===== src/rtl/fetch_queue_if.sv =====
// Fetch unit bus: instruction-memory req/ack side, redirect input and
// the valid/ready hand-off of {inst, pc} to decode.
interface fetch_queue_if #(
    parameter int XLEN  = 32,
    parameter int DEPTH = 4
);
    localparam int CW = $clog2(DEPTH + 1);

    logic            imem_req;
    logic [XLEN-1:0] imem_addr;
    logic            imem_ack;
    logic [31:0]     imem_rdata;
    logic            redirect;
    logic [XLEN-1:0] redirect_pc;
    logic            inst_valid;
    logic [31:0]     inst;
    logic [XLEN-1:0] inst_pc;
    logic            inst_ready;
    logic [CW-1:0]   count;

    modport master (
        output imem_req, imem_addr, inst_valid, inst, inst_pc, count,
        input  imem_ack, imem_rdata, redirect, redirect_pc, inst_ready
    );

    modport slave (
        input  imem_req, imem_addr, inst_valid, inst, inst_pc, count,
        output imem_ack, imem_rdata, redirect, redirect_pc, inst_ready
    );
endinterface


===== src/rtl/fetch_queue.sv =====
// Decoupled fetch: PC generator, one-outstanding req/ack memory port and a
// DEPTH-entry {inst, pc} queue toward decode, flushed on redirect.
module fetch_queue #(
    parameter int              XLEN     = 32,
    parameter int              DEPTH    = 4,
    parameter logic [XLEN-1:0] RESET_PC = '0
) (
    input logic         clk,
    input logic         rst,
    fetch_queue_if.master fq
);
    localparam int CW = $clog2(DEPTH + 1);
    localparam int PW = $clog2(DEPTH);

    typedef enum logic [1:0] {IDLE, REQ, DROP} state_t;

    typedef struct packed {
        logic [31:0]     inst;
        logic [XLEN-1:0] pc;
    } entry_t;

    state_t          state, state_n;
    logic [XLEN-1:0] fetch_pc, fetch_pc_n;
    logic [XLEN-1:0] req_addr, req_addr_n;
    logic [CW-1:0]   cnt, count_next;
    logic [PW-1:0]   wr_ptr, rd_ptr;
    entry_t          mem [DEPTH];

    logic            push, pop;
    logic [XLEN-1:0] pc_inc, rpc;

    assign pc_inc = fetch_pc + XLEN'(4);
    assign rpc    = {fq.redirect_pc[XLEN-1:2], 2'b00};

    assign push       = (state == REQ) && fq.imem_ack && !fq.redirect;
    assign pop        = fq.inst_valid && fq.inst_ready && !fq.redirect;
    assign count_next = cnt + CW'(push) - CW'(pop);

    assign fq.imem_req   = (state != IDLE);
    assign fq.imem_addr  = req_addr;
    assign fq.inst_valid = (cnt != '0);
    assign fq.inst       = fq.inst_valid ? mem[rd_ptr].inst : '0;
    assign fq.inst_pc    = fq.inst_valid ? mem[rd_ptr].pc   : '0;
    assign fq.count      = cnt;

    always_comb begin
        state_n    = state;
        fetch_pc_n = fetch_pc;
        req_addr_n = req_addr;
        case (state)
            IDLE: begin
                if (fq.redirect) begin
                    fetch_pc_n = rpc;
                end else if (cnt < CW'(DEPTH)) begin
                    req_addr_n = fetch_pc;
                    state_n    = REQ;
                end
            end
            REQ: begin
                if (fq.imem_ack && fq.redirect) begin
                    fetch_pc_n = rpc;
                    state_n    = IDLE;
                end else if (fq.imem_ack) begin
                    fetch_pc_n = pc_inc;
                    // Chain the next request immediately while space remains.
                    if (count_next < CW'(DEPTH)) req_addr_n = pc_inc;
                    else                         state_n    = IDLE;
                end else if (fq.redirect) begin
                    fetch_pc_n = rpc;
                    state_n    = DROP;
                end
            end
            DROP: begin
                // Keep the stale request open until memory acks it.
                if (fq.redirect) fetch_pc_n = rpc;
                if (fq.imem_ack) state_n    = IDLE;
            end
            default: state_n = IDLE;
        endcase
    end

    always_ff @(posedge clk) begin
        if (rst) begin
            state    <= IDLE;
            fetch_pc <= RESET_PC;
            req_addr <= RESET_PC;
            cnt      <= '0;
            wr_ptr   <= '0;
            rd_ptr   <= '0;
        end else begin
            state    <= state_n;
            fetch_pc <= fetch_pc_n;
            req_addr <= req_addr_n;
            if (fq.redirect) begin
                cnt    <= '0;
                wr_ptr <= '0;
                rd_ptr <= '0;
            end else begin
                cnt <= count_next;
                if (push) wr_ptr <= wr_ptr + PW'(1);
                if (pop)  rd_ptr <= rd_ptr + PW'(1);
            end
        end
    end

    always_ff @(posedge clk) begin
        if (!rst && push) mem[wr_ptr] <= '{inst: fq.imem_rdata, pc: req_addr};
    end
endmodule


===== src/flat_wrapper.sv =====
// flat-port wrapper written by rule: the top's interface ports become plain ports
module fetch_queue_flat 
#(
    parameter int              XLEN     = 32,
    parameter int              DEPTH    = 4,
    parameter logic [XLEN-1:0] RESET_PC = '0
)
  (clk, rst, fq_imem_req, fq_imem_addr, fq_inst_valid, fq_inst, fq_inst_pc, fq_count, fq_imem_ack, fq_imem_rdata, fq_redirect, fq_redirect_pc, fq_inst_ready);
  fetch_queue_if #(.XLEN(XLEN), .DEPTH(DEPTH)) fq_i ();
  input logic clk;
  input logic rst;
  output wire logic [$bits(fq_i.imem_req)-1:0] fq_imem_req;
  output wire logic [$bits(fq_i.imem_addr)-1:0] fq_imem_addr;
  output wire logic [$bits(fq_i.inst_valid)-1:0] fq_inst_valid;
  output wire logic [$bits(fq_i.inst)-1:0] fq_inst;
  output wire logic [$bits(fq_i.inst_pc)-1:0] fq_inst_pc;
  output wire logic [$bits(fq_i.count)-1:0] fq_count;
  input wire logic [$bits(fq_i.imem_ack)-1:0] fq_imem_ack;
  input wire logic [$bits(fq_i.imem_rdata)-1:0] fq_imem_rdata;
  input wire logic [$bits(fq_i.redirect)-1:0] fq_redirect;
  input wire logic [$bits(fq_i.redirect_pc)-1:0] fq_redirect_pc;
  input wire logic [$bits(fq_i.inst_ready)-1:0] fq_inst_ready;
  assign fq_imem_req = fq_i.imem_req;
  assign fq_imem_addr = fq_i.imem_addr;
  assign fq_inst_valid = fq_i.inst_valid;
  assign fq_inst = fq_i.inst;
  assign fq_inst_pc = fq_i.inst_pc;
  assign fq_count = fq_i.count;
  assign fq_i.imem_ack = fq_imem_ack;
  assign fq_i.imem_rdata = fq_imem_rdata;
  assign fq_i.redirect = fq_redirect;
  assign fq_i.redirect_pc = fq_redirect_pc;
  assign fq_i.inst_ready = fq_inst_ready;
  fetch_queue #(.XLEN(XLEN), .DEPTH(DEPTH), .RESET_PC(RESET_PC)) u_core (.clk(clk), .rst(rst), .fq(fq_i));
endmodule

===== config.mk =====
export PLATFORM = sky130hd
export DESIGN_NAME = fetch_queue_flat
export DESIGN_NICKNAME = d
export VERILOG_FILES = /design/src/rtl/fetch_queue_if.sv /design/src/rtl/fetch_queue.sv /design/src/flat_wrapper.sv
export SDC_FILE = /design/constraint.sdc
export NUM_CORES = 1
export LEC_CHECK = 0
export BUFFER_PORTS_ARGS = -buffer_cell sky130_fd_sc_hd__buf_4
export CORE_MARGIN = 3
export CORE_UTILIZATION = 50
export DETAILED_ROUTE_END_ITERATION = 10
export PLACE_DENSITY = 0.7
export SKIP_LAST_GASP = 1
export SYNTH_ARGS = -nofsm -noshare
export SYNTH_HDL_FRONTEND = slang
export SYNTH_SLANG_ARGS = --single-unit
export TNS_END_PERCENT = 20

===== constraint.sdc =====
create_clock -name clk -period 4 [get_ports clk]
set_clock_uncertainty 0.1 [all_clocks]
set_input_delay 0.4 -clock clk [delete_from_list [all_inputs] [get_ports clk]]
set_output_delay 0.4 -clock clk [all_outputs]
set_load 0.01 [all_outputs]

==> metrics <==
outcome=complete, no violations; Mapped Area=14100 um^2; Post-Synthesis Cells=about 950; Period minus WS final=about 3.3 ns; Chip Width=roughly 170 um; Power Total=between 7 and 8 mW; Synth area leader=edfxtp_1; top post-synthesis cells by area=edfxtp_1 55%, dfxtp_1 11%, mux4_2 10%, and2_1 3.1%, nor2_1 1.6%; chip height=around 170 um; Post-synth EDFFs=between 200 and 300; most frequent cell after synthesis=edfxtp_1; met2 Use GR=about a third; switching power share of the total=between 20% and 30%; Final TNS setup=0 ns; 1st-pass router iterations=7; Async SR Flop Fraction=0%; Site Rows=60; Yosys top cell area share=between 50% and 60%; DRT antenna net count=0; Worst Path Buf+Inv=3; family with the most delay on the worst path=adder cells; Synth cell types=71; routed via count=8662; Via-to-Cell Ratio=5.66; die area=~30000 um^2; DP HPWL=19700 um; clock share of power=between 40% and 50%; # H-tree levels=2; slew at the pin closest to its max-slew limit=~1.0 ns; power per cell area=423 nW/um^2; Peak supply drop=~0.22 mV; CTS tree=yes; max_cap viols=0; io pins=170; fin. max-slew vios=0; Post-CTS Resized=0; DRC viols=0; Psw=roughly 1.5 mW; largest net degree at the start of global routing=67; RSZ-0062 raised after global routing=no; Fin. Hold Viols=0; hold path startpoint=fq_imem_rdata[5]; Gate power share=approximately 5.7%; CTS Buffer Depth=3; Layout area overhead=21.3%; GR peak layer=met2; FF-to-FF Start=u_core.fq.count[2]$_SDFF_PP0_; core area=27300 um^2; gr ovfl total=0; Post-synth top cells=256 x edfxtp_1, 75 x dfxtp_1, 71 x and2_1; peak fanout along the critical path=35; layout cells sized above 1=about 28%; Avg Cell Area, Syn=between 10 and 15 um^2; Relative slew margins=around 30%; crit-path cells=inv_1 -> nand3_2 -> nand2_1 -> nor2_1 -> ha_1 -> inv_1 -> ha_1 -> fa_1 -> xor2_1 -> a21oi_1 -> nor4_4 -> buf_4 -> nor2_1 -> o2bb2ai_1; critical path's largest stage delay=0.38 ns; setup violators final=0; WHS=~0.025 ns; placed cells=1443; Final #Nets=about 1200; CP Launch Type=flop; vias in the first global route=between 8000 and 9000; CTS Buf Count=34; clock sinks=between 300 and 400; Yosys warning total=0; drt wl/cell=between 20 and 25 um; routability cong.=0.893; met3 Track Usage GR=3.43%; Critical Path Start=u_core.fq.count[2]$_SDFF_PP0_; power share of the sequential group=between 50% and 60%; crit path capture type=flop; first-pass GRT wire length=around 50000 um; Initial Util=slightly above 50%; syn nets=approximately 1000; worst hold path class=in -> reg; 1st-iter DRT viols=750; Int Power=approximately 5.7 mW; Final Non-Filler Cells=~1500; WL final=between 30000 and 40000 um; Skew-Pair Late Insertion Delay=around 0.50 ns; Critical Path RT=roughly 4.3 ns; FMAX=~300 MHz; slowest CP cell=fa_1; M1 GR Usage=around 30%; Leak=between 5 and 6 nW; number of antenna violations at the first check in global routing=0; final core utilization=a little over three fifths; Root Driver=clkbuf_16; input/output buffers=between 150 and 200; Reg clk slew, reported paths=roughly 0.06 ns; GRT Util Overall=around a fifth; critical path type=reg -> reg; Seq/Total Area, Yosys=65.2%; Inserted Diodes=0; flops & latches, synth=between 300 and 400; period utilisation layout=between 80% and 90%; worst path arrival time=about 3.6 ns; Post-synth top flop=edfxtp_1
-- worst paths after layout --
check | endpoint | slack [ns] | cells past startpoint
max | u_core.fq.imem_addr[28]$_SDFFE_PP0P_ | 0.71 | 14
min | u_core.mem[1][37]$_DFFE_PP_ | 0.02 | 1
max reg2reg | u_core.fq.imem_addr[28]$_SDFFE_PP0P_ | 0.71 | 14
min reg2reg | u_core.fetch_pc[0]$_SDFFE_PP0P_ | 0.38 | 1
-- worst reg2reg max path, cell delays in order, from the launching register on --
cell and delay [ns]:
dfxtp_1 0.37, inv_1 0.14, nand3_2 0.10, nand2_1 0.10, nor2_1 0.05, ha_1 0.28
inv_1 0.04, ha_1 0.18, fa_1 0.38, xor2_1 0.37, a21oi_1 0.19, nor4_4 0.19
buf_4 0.36, nor2_1 0.16, o2bb2ai_1 0.17
-- power groups by stage --
stage                     clock network, mW  registers (mW)  logic [mW]
after floorplan                           0            3.89       0.224
after global placement                    0            3.92       0.378
after detailed placement                  0            3.92       0.385
after CTS                              3.04            3.85       0.413
after global routing                   3.19            3.86       0.449
final                                  2.98            3.85       0.410
-- cells in the final DEF, fill, tap and decap left out, drive strengths merged, types with 4 or more instances in the layout --
master | Yosys | layout
and2 | 71 | 71
inv | 14 | 15
a31oi | 5 | 5
dlygate4sd3 | 0 | 31
nand2b | 14 | 14
o22ai | 11 | 11
buf | 31 | 188
xnor2 | 22 | 22
nor2 | 59 | 59
nand3 | 26 | 26
a21oi | 28 | 28
xor2 | 25 | 25
nand4 | 12 | 12
o21ai | 16 | 16
mux4 | 64 | 64
nor4 | 13 | 13
or4 | 4 | 4
edfxtp | 256 | 256
o221ai | 8 | 8
clkinv | 1 | 10
clkbuf | 38 | 44
dfxtp | 75 | 75
a211oi | 26 | 26
mux2i | 4 | 4
ha | 7 | 7
nand2 | 47 | 47
nor3 | 14 | 14
and3 | 11 | 11
-- logic make-up (layout without fill, tap and decap cells) --
family                   Yosys count  after routing  synth area share, %
AND/OR/NAND/NOR                  284            284                 11.6
adder cells (fa/ha/maj)            8              8                0.763
AO/OA/AOI/OAI                    130            130                 6.44
flip-flops                       331            331                 65.2
XOR/XNOR                          47             47                 2.92
buffers and inverters             84            291                 2.64
multiplexers                      68             68                 10.5
-- stage by stage --
step,setup WS (ns),area [um^2]
2_1_floorplan,0.523,14100
3_3_place_gp,0.630,15800
3_5_place_dp,0.538,15800
4_1_cts,0.707,17100
5_1_grt,0.430,17100
6_report,0.708,17100
-- registers in the layout, summed over array words and instances, names as in the netlist, named ones only --
| name | flops |
|---|---|
| u_core.rd_ptr | 2 |
| u_core.fq.imem_addr | 32 |
| u_core.mem | 256 |
| u_core.fetch_pc | 32 |
| u_core.wr_ptr | 2 |
| u_core.state | 2 |
| u_core.fq.count | 3 |
-- metal layers --
layer  routed length [um]  vias to the layer above  share of wire, %
met5                    0                        -                 0
met2                14800                      308                48
met1                13600                     4274                44
met4                  666                        0               2.2
li1                     -                     4032                 -
met3                 1830                       48               5.9
-- timing repair --
action,CTS,global route
endpoints found under the hold margin,123,0
endpoints found under the setup margin,0,0
hold buffers,31,0
buffers inserted,0,0
-- final cells by class --
class | instances | area, um^2
clock inverter | 13 | 116
sequential | 331 | 9200
timing repair buffer | 219 | 1770
clock buffer | 44 | 930
inverter | 15 | 56.3
fill | 2067 | 10200
multi-input combinational | 537 | 4570
tap | 372 | 465
Note: power is estimated with default switching activity, not from simulation.
